## config.mk

```make
export PLATFORM = sky130hd
export DESIGN_NAME = branch_pred_ctrl_flat
export DESIGN_NICKNAME = d
export VERILOG_FILES = /design/src/rtl/branch_pred_ctrl_pkg.sv /design/src/rtl/branch_pred_ctrl_if.sv /design/src/rtl/branch_pred_ctrl_bp_bht.sv /design/src/rtl/branch_pred_ctrl.sv /design/src/flat_wrapper.sv
export SDC_FILE = /design/constraint.sdc
export NUM_CORES = 1
export LEC_CHECK = 0
export ABC_AREA = 1
export CORE_ASPECT_RATIO = 0.6
export CORE_MARGIN = 4
export CORE_UTILIZATION = 40
export DETAILED_ROUTE_END_ITERATION = 8
export PLACE_DENSITY = 0.77
export SLEW_MARGIN = 10
export SYNTH_ARGS = -nofsm -noshare
export SYNTH_HDL_FRONTEND = slang
export SYNTH_SLANG_ARGS = --single-unit
export TNS_END_PERCENT = 10
```

## constraint.sdc

```tcl
create_clock -name clk -period 2 [get_ports clk]
set_clock_uncertainty 0.15 [all_clocks]
set_input_delay 0.5 -clock clk [delete_from_list [all_inputs] [get_ports clk]]
set_output_delay 0.5 -clock clk [all_outputs]
set_load 0.01 [all_outputs]
```

## src/rtl/branch_pred_ctrl_pkg.sv

```systemverilog
// Shared encodings for the branch predictor: PC mux selects, BHT counter states,
// and the saturating counter update used by the history table.
package branch_pred_ctrl_pkg;

    typedef enum logic [1:0] {
        PC_SEL_PC4    = 2'b00,
        PC_SEL_ID_TGT = 2'b01,
        PC_SEL_EX_TGT = 2'b10,
        PC_SEL_EX_PC4 = 2'b11
    } pc_sel_e;

    typedef enum logic [1:0] {
        SNT = 2'b00,
        WNT = 2'b01,
        WT  = 2'b10,
        ST  = 2'b11
    } bht_state_e;

    // Two-bit counter step toward the resolved direction, pinned at both ends.
    function automatic logic [1:0] sat_update(input logic [1:0] cur, input logic taken);
        logic [1:0] nxt;
        if (taken) begin
            nxt = (cur == ST) ? cur : cur + 2'd1;
        end else begin
            nxt = (cur == SNT) ? cur : cur - 2'd1;
        end
        return nxt;
    endfunction

endpackage

```

## src/rtl/branch_pred_ctrl_if.sv

```systemverilog
// Pipeline-side bundle between ID/EX and the branch predictor.
// Statistics counters exist only when BRANCH_STATS_EN is defined.
interface branch_pred_ctrl_if;

    logic        stall;
    logic        id_valid;
    logic        id_is_branch;
    logic [31:0] id_pc;
    logic        ex_valid;
    logic        ex_is_branch;
    logic        ex_jump;
    logic [31:0] ex_pc;
    logic        ex_taken;
    logic        ex_pred_taken;
    logic [1:0]  pc_sel;
    logic        pred_taken;
    logic        flush_ifid;
    logic        flush_idex;
`ifdef BRANCH_STATS_EN
    logic [31:0] branch_cnt;
    logic [31:0] mispred_cnt;
`endif

    modport master (
        output stall, id_valid, id_is_branch, id_pc,
        output ex_valid, ex_is_branch, ex_jump, ex_pc, ex_taken, ex_pred_taken,
`ifdef BRANCH_STATS_EN
        input  branch_cnt, mispred_cnt,
`endif
        input  pc_sel, pred_taken, flush_ifid, flush_idex
    );

    modport slave (
        input  stall, id_valid, id_is_branch, id_pc,
        input  ex_valid, ex_is_branch, ex_jump, ex_pc, ex_taken, ex_pred_taken,
`ifdef BRANCH_STATS_EN
        output branch_cnt, mispred_cnt,
`endif
        output pc_sel, pred_taken, flush_ifid, flush_idex
    );

endinterface

```

## src/rtl/branch_pred_ctrl_bp_bht.sv

```systemverilog
// Branch history table: 2^IDX_W two-bit saturating counters with one
// asynchronous read port and one clocked update port.
module bp_bht
    import branch_pred_ctrl_pkg::*;
#(
    parameter int IDX_W = 4
) (
    input  logic             clk,
    input  logic             rst_n,
    input  logic [IDX_W-1:0] rd_idx,
    output logic [1:0]       rd_ctr,
    input  logic             upd_en,
    input  logic [IDX_W-1:0] upd_idx,
    input  logic             upd_taken
);

    localparam int ENTRIES = 2 ** IDX_W;

    logic [1:0] ctr [ENTRIES];

    // Every entry starts weakly not-taken so one taken resolution flips it.
    always_ff @(posedge clk or negedge rst_n) begin
        if (!rst_n) begin
            for (int i = 0; i < ENTRIES; i++) begin
                ctr[i] <= WNT;
            end
        end else if (upd_en) begin
            ctr[upd_idx] <= sat_update(ctr[upd_idx], upd_taken);
        end
    end

    assign rd_ctr = ctr[rd_idx];

endmodule

```

## src/rtl/branch_pred_ctrl.sv

```systemverilog
// Branch prediction and redirect controller: BHT lookup in ID, resolution in EX.
// Define BRANCH_STATS_EN to add branch and mispredict counters.
module branch_pred_ctrl
    import branch_pred_ctrl_pkg::*;
#(
    parameter int IDX_W = 4
) (
    input  logic               clk,
    input  logic               rst_n,
    branch_pred_ctrl_if.slave  bus
);

    logic [1:0] id_ctr;
    logic       id_pred;
    logic       ex_update;
    logic       ex_mispred;
    logic       ex_redirect;
    logic       unused_pc_bits;

    bp_bht #(
        .IDX_W (IDX_W)
    ) u_bht (
        .clk       (clk),
        .rst_n     (rst_n),
        .rd_idx    (bus.id_pc[IDX_W+1:2]),
        .rd_ctr    (id_ctr),
        .upd_en    (ex_update),
        .upd_idx   (bus.ex_pc[IDX_W+1:2]),
        .upd_taken (bus.ex_taken)
    );

    assign unused_pc_bits = ^{bus.id_pc[31:IDX_W+2], bus.id_pc[1:0],
                              bus.ex_pc[31:IDX_W+2], bus.ex_pc[1:0], id_ctr[0]};

    assign id_pred     = bus.id_valid & bus.id_is_branch & id_ctr[1];
    assign ex_update   = bus.ex_valid & bus.ex_is_branch;
    assign ex_mispred  = ex_update & (bus.ex_taken != bus.ex_pred_taken);
    assign ex_redirect = (bus.ex_valid & bus.ex_jump) | ex_mispred;

    // EX redirect outranks everything, including stall; stall only holds back ID.
    always_comb begin
        bus.pc_sel     = PC_SEL_PC4;
        bus.pred_taken = 1'b0;
        bus.flush_ifid = 1'b0;
        bus.flush_idex = 1'b0;
        if (ex_redirect) begin
            bus.pc_sel     = (bus.ex_jump | bus.ex_taken) ? PC_SEL_EX_TGT : PC_SEL_EX_PC4;
            bus.flush_ifid = 1'b1;
            bus.flush_idex = 1'b1;
        end else if (id_pred && !bus.stall) begin
            bus.pc_sel     = PC_SEL_ID_TGT;
            bus.flush_ifid = 1'b1;
            bus.pred_taken = 1'b1;
        end
    end

`ifdef BRANCH_STATS_EN
    always_ff @(posedge clk or negedge rst_n) begin
        if (!rst_n) begin
            bus.branch_cnt  <= '0;
            bus.mispred_cnt <= '0;
        end else begin
            if (ex_update) begin
                bus.branch_cnt <= bus.branch_cnt + 32'd1;
            end
            if (ex_mispred) begin
                bus.mispred_cnt <= bus.mispred_cnt + 32'd1;
            end
        end
    end
`endif

endmodule

```

## src/flat_wrapper.sv

```systemverilog
// flat-port wrapper written by rule: the top's interface ports become plain ports
module branch_pred_ctrl_flat import branch_pred_ctrl_pkg::*;
#(
    parameter int IDX_W = 4
)
  (clk, rst_n, bus_stall, bus_id_valid, bus_id_is_branch, bus_id_pc, bus_ex_valid, bus_ex_is_branch, bus_ex_jump, bus_ex_pc, bus_ex_taken, bus_ex_pred_taken, bus_pc_sel, bus_pred_taken, bus_flush_ifid, bus_flush_idex);
  branch_pred_ctrl_if bus_i ();
  input  logic clk;
  input  logic rst_n;
  input wire logic [$bits(bus_i.stall)-1:0] bus_stall;
  input wire logic [$bits(bus_i.id_valid)-1:0] bus_id_valid;
  input wire logic [$bits(bus_i.id_is_branch)-1:0] bus_id_is_branch;
  input wire logic [$bits(bus_i.id_pc)-1:0] bus_id_pc;
  input wire logic [$bits(bus_i.ex_valid)-1:0] bus_ex_valid;
  input wire logic [$bits(bus_i.ex_is_branch)-1:0] bus_ex_is_branch;
  input wire logic [$bits(bus_i.ex_jump)-1:0] bus_ex_jump;
  input wire logic [$bits(bus_i.ex_pc)-1:0] bus_ex_pc;
  input wire logic [$bits(bus_i.ex_taken)-1:0] bus_ex_taken;
  input wire logic [$bits(bus_i.ex_pred_taken)-1:0] bus_ex_pred_taken;
  output wire logic [$bits(bus_i.pc_sel)-1:0] bus_pc_sel;
  output wire logic [$bits(bus_i.pred_taken)-1:0] bus_pred_taken;
  output wire logic [$bits(bus_i.flush_ifid)-1:0] bus_flush_ifid;
  output wire logic [$bits(bus_i.flush_idex)-1:0] bus_flush_idex;
  assign bus_i.stall = bus_stall;
  assign bus_i.id_valid = bus_id_valid;
  assign bus_i.id_is_branch = bus_id_is_branch;
  assign bus_i.id_pc = bus_id_pc;
  assign bus_i.ex_valid = bus_ex_valid;
  assign bus_i.ex_is_branch = bus_ex_is_branch;
  assign bus_i.ex_jump = bus_ex_jump;
  assign bus_i.ex_pc = bus_ex_pc;
  assign bus_i.ex_taken = bus_ex_taken;
  assign bus_i.ex_pred_taken = bus_ex_pred_taken;
  assign bus_pc_sel = bus_i.pc_sel;
  assign bus_pred_taken = bus_i.pred_taken;
  assign bus_flush_ifid = bus_i.flush_ifid;
  assign bus_flush_idex = bus_i.flush_idex;
  branch_pred_ctrl #(.IDX_W(IDX_W)) u_core (.clk(clk), .rst_n(rst_n), .bus(bus_i));
endmodule
```

==> results_dict.tcl <==
set metrics [dict create \
    power_frac_clock_pct 31.8 \
    p_per_area_mw_per_mm2 685.0 \
    holdPathStages 2 \
    status "finished, violations left" \
    wl_per_cell_um 13.50 \
    syn_nets 389 \
    start_util_pct 43.21 \
    cpPeakStageDelay_ns 0.41 \
    drive_gt1_share_pct 31.30 \
    synth_warnings 0 \
    fin_ws_ns -0.1589 \
    clk_latency_ns 0.30 \
    overflow 0 \
    stdcell_count 456 \
    internal-power_mw 1.375 \
    routed_wirelength_mm 6.158 \
    yosysMostFrequentCell "nand2_1" \
    cts_sinks 32 \
    crit_cells 9 \
    regMostFlops "u_core.u_bht.ctr" \
    cts_tree "built" \
    io_pins 79 \
    regArea_um2 820.8 \
    synthTopCellsByArea "nand2_1, dfstp_2, dfrtp_1" \
    largestRegisters "u_core.u_bht.ctr: 32 flops" \
    p_leak_nw 1.545 \
    multi_input_area_mm2 0.001089 \
    synthDistinctLibCells 23 \
    grt_max_degree 33 \
    fp.dieW_um 100.5 \
    clock.fmax_ghz 0.4632 \
    drv_cap 0 \
    grt_pass1_vias 1981 \
    numCtsBuffers 5 \
    grt_pass1_wl_mm 10.10 \
    final_antenna_net_count 0 \
    viasPerCell 4.925 \
    slowest_stage "dfrtp_1" \
    hold_path_class "reg2reg" \
    total_power_mw 1.970 \
    irDropWorstVdd_v 0.0004643 \
    hold_viol_final 0 \
    synthFlopType "dfstp_2" \
    arrival_ns 1.51 \
    io_buffers 22 \
    ctsHoldBuffers 0 \
    die_h_um 63.52 \
    synth_top_area_cell "nand2_1" \
    period_minus_slack_ns 2.159 \
    drc 0 \
    comb_power_share_pct 25.9 \
    post-dp-hpwl_mm 4.664 \
    layout-area-overhead-vs-synth_pct 40.01 \
    rsz0062_at_grt "true" \
    path_delay_family "simple AND/OR/NAND/NOR gates" \
    setup_viol 3 \
    startpoint_type "register" \
    synth-seq-area-share_pct 39.95 \
    largest_register_ff_count 32 \
    fin_area_mm2 0.002877 \
    placed_area_mm2 0.002723 \
    path_common_cell "nand2_1" \
    crit_required_ns 1.35 \
    diodes 0 \
    worst-path-buf-inv 1 \
    clk_path_buf_depth 2 \
    pre_cts_ws_ns -1.072 \
    num_rows 19 \
    utilization_pct 60.50 \
    drt-initial-drc-count 312 \
    final.period_utilization_pct 107.9 \
    p_seq_share_pct 42.3 \
    switching_share_pct 30.19 \
    firstDrtPassIters 5 \
    yosysTopAreaCellShare_pct 27.59 \
    cts-root-buf "clkbuf_8" \
    p_sw_mw 0.5949 \
    fp.dieArea_mm2 0.006385 \
    rr_worst_depth 13 \
    nNetsFinal 466 \
    design.core.area_mm2 0.004755 \
    relSlewSlack_pct 78.62 \
    cts.clk_slew.worst_paths_ns 0.07 \
    worst-setup-path-type "reg2out" \
    syn_area_per_cell_um2 6.522 \
    synth_common_cells "nand2_1, nor2_1, inv_1, nand3_1" \
    worstMarginPinSlew_ns 0.3195 \
    grt_usage_pct 20.50 \
    dp.cells 444 \
    antenna_found_initial 0 \
    fill_cells 438 \
    ys_ff_latch 32 \
    cp-end-kind "output port" \
    synthesis.area_mm2 0.002054 \
    synth_cells 315 \
    place_congestion 0.9571 \
    htree_levels 2 \
    num_vias 2246 \
    violations "negative setup slack" \
    cp_max_fo 3 \
    synth_edf_count 0 \
    synthArstFlopShare_pct 100.0 \
    path_cells "nand2_1 > nand2_1 > nand2_1 > o211ai_1 > nand3b_1 > nand2_1 > nand2_2 > o21ai_2 > buf_2" \
    slew_viol_final 0 \
]
-- per-stage QoR --
stage | TNS [ns] | hold WS [ns]
2_1_floorplan | -0.06036 | 0.05441
3_3_place_gp | -18.44 | 0.3074
3_5_place_dp | -18.92 | 0.3106
4_1_cts | -0.4390 | 0.3231
5_1_grt | -0.8274 | 0.3423
6_report | -0.4178 | 0.3212
-- logic make-up (layout without fill, tap and decap cells) --
| kind of cell | count (synthesis) | in the layout | share of synthesized area, % |
|---|---|---|---|
| flip-flops | 32 | 32 | 39.95 |
| AND/OR/NAND/NOR | 224 | 224 | 45.37 |
| buffers and inverters | 40 | 118 | 8.891 |
| AO/OA/AOI/OAI | 19 | 19 | 5.786 |
-- cells in the final DEF, fill, tap and decap left out, types with 6 or more instances in the layout --
| cell type | instances |
|---|---|
| clkdlybuf4s50_1 | 6 |
| dfrtp_1 | 16 |
| nand3_1 | 18 |
| inv_1 | 26 |
| o21ai_1 | 6 |
| dfstp_2 | 16 |
| nand2_1 | 149 |
| buf_4 | 50 |
| buf_6 | 8 |
| nand2_2 | 15 |
| nor2_1 | 32 |
-- worst reg2reg max path: stages, from the launching register on --
cell and delay, ns:
dfrtp_1 0.43, buf_4 0.15, buf_4 0.13, nand2_1 0.06
nand2_1 0.05, nand2_1 0.05, nand2_1 0.05, nand2_1 0.07
nand2_2 0.09, o21ai_4 0.16, buf_4 0.16, nand2_8 0.12
nand2_1 0.11, nand2_1 0.06
-- path summary, 6_finish.rpt --
check                                            startpoint                                to  slack (ns)
min reg2reg                u_core.u_bht.ctr[20]$_DFFE_PN1P_  u_core.u_bht.ctr[20]$_DFFE_PN1P_        0.32
min                        u_core.u_bht.ctr[20]$_DFFE_PN1P_  u_core.u_bht.ctr[20]$_DFFE_PN1P_        0.32
max in group asynchronous                             rst_n  u_core.u_bht.ctr[26]$_DFFE_PN1P_        1.03
max                        u_core.u_bht.ctr[19]$_DFFE_PN0P_                     bus_pc_sel[0]       -0.16
max reg2reg                u_core.u_bht.ctr[19]$_DFFE_PN0P_  u_core.u_bht.ctr[26]$_DFFE_PN1P_        0.10
min in group asynchronous                             rst_n  u_core.u_bht.ctr[31]$_DFFE_PN0P_        0.42
-- what timing repair did --
action | in CTS | in global routing
gates resized for setup | 68 | 7
pin swaps | 12 | 11
cloned | 0 | 0
endpoints found under the setup margin | 37 | 37
setup buffers | 3 | 1
-- area by class of cell --
cell class	instances	area share, %
Clock inverter	2	1.218
Clock buffer	6	2.523
Inverter	32	4.350
Sequential cell	32	28.53
Timing Repair Buffer	78	22.79
Multi-Input combinational cell	243	37.84
Tap cell	63	2.740
-- layer usage --
| layer | track usage, % | up-vias | wire length, um |
|---|---|---|---|
| met4 | 6.555 | 0 | 85 |
| li1 | - | 1114 | - |
| met1 | 33.08 | 997 | 3031 |
| met2 | 25.74 | 128 | 2340 |
| met5 | 0 | - | 0 |
| met3 | 4.851 | 7 | 700 |
-- power by group through the flow --
stage	registers (mW)	clock network [mW]	logic, mW
after global routing	0.844	0.658	0.562
after detailed placement	0.840	0	0.486
after floorplan	0.826	0	0.268
after global placement	0.836	0	0.475
final	0.834	0.627	0.510
after CTS	0.831	0.636	0.500
No activity file was read; power rests on OpenSTA's default activity.
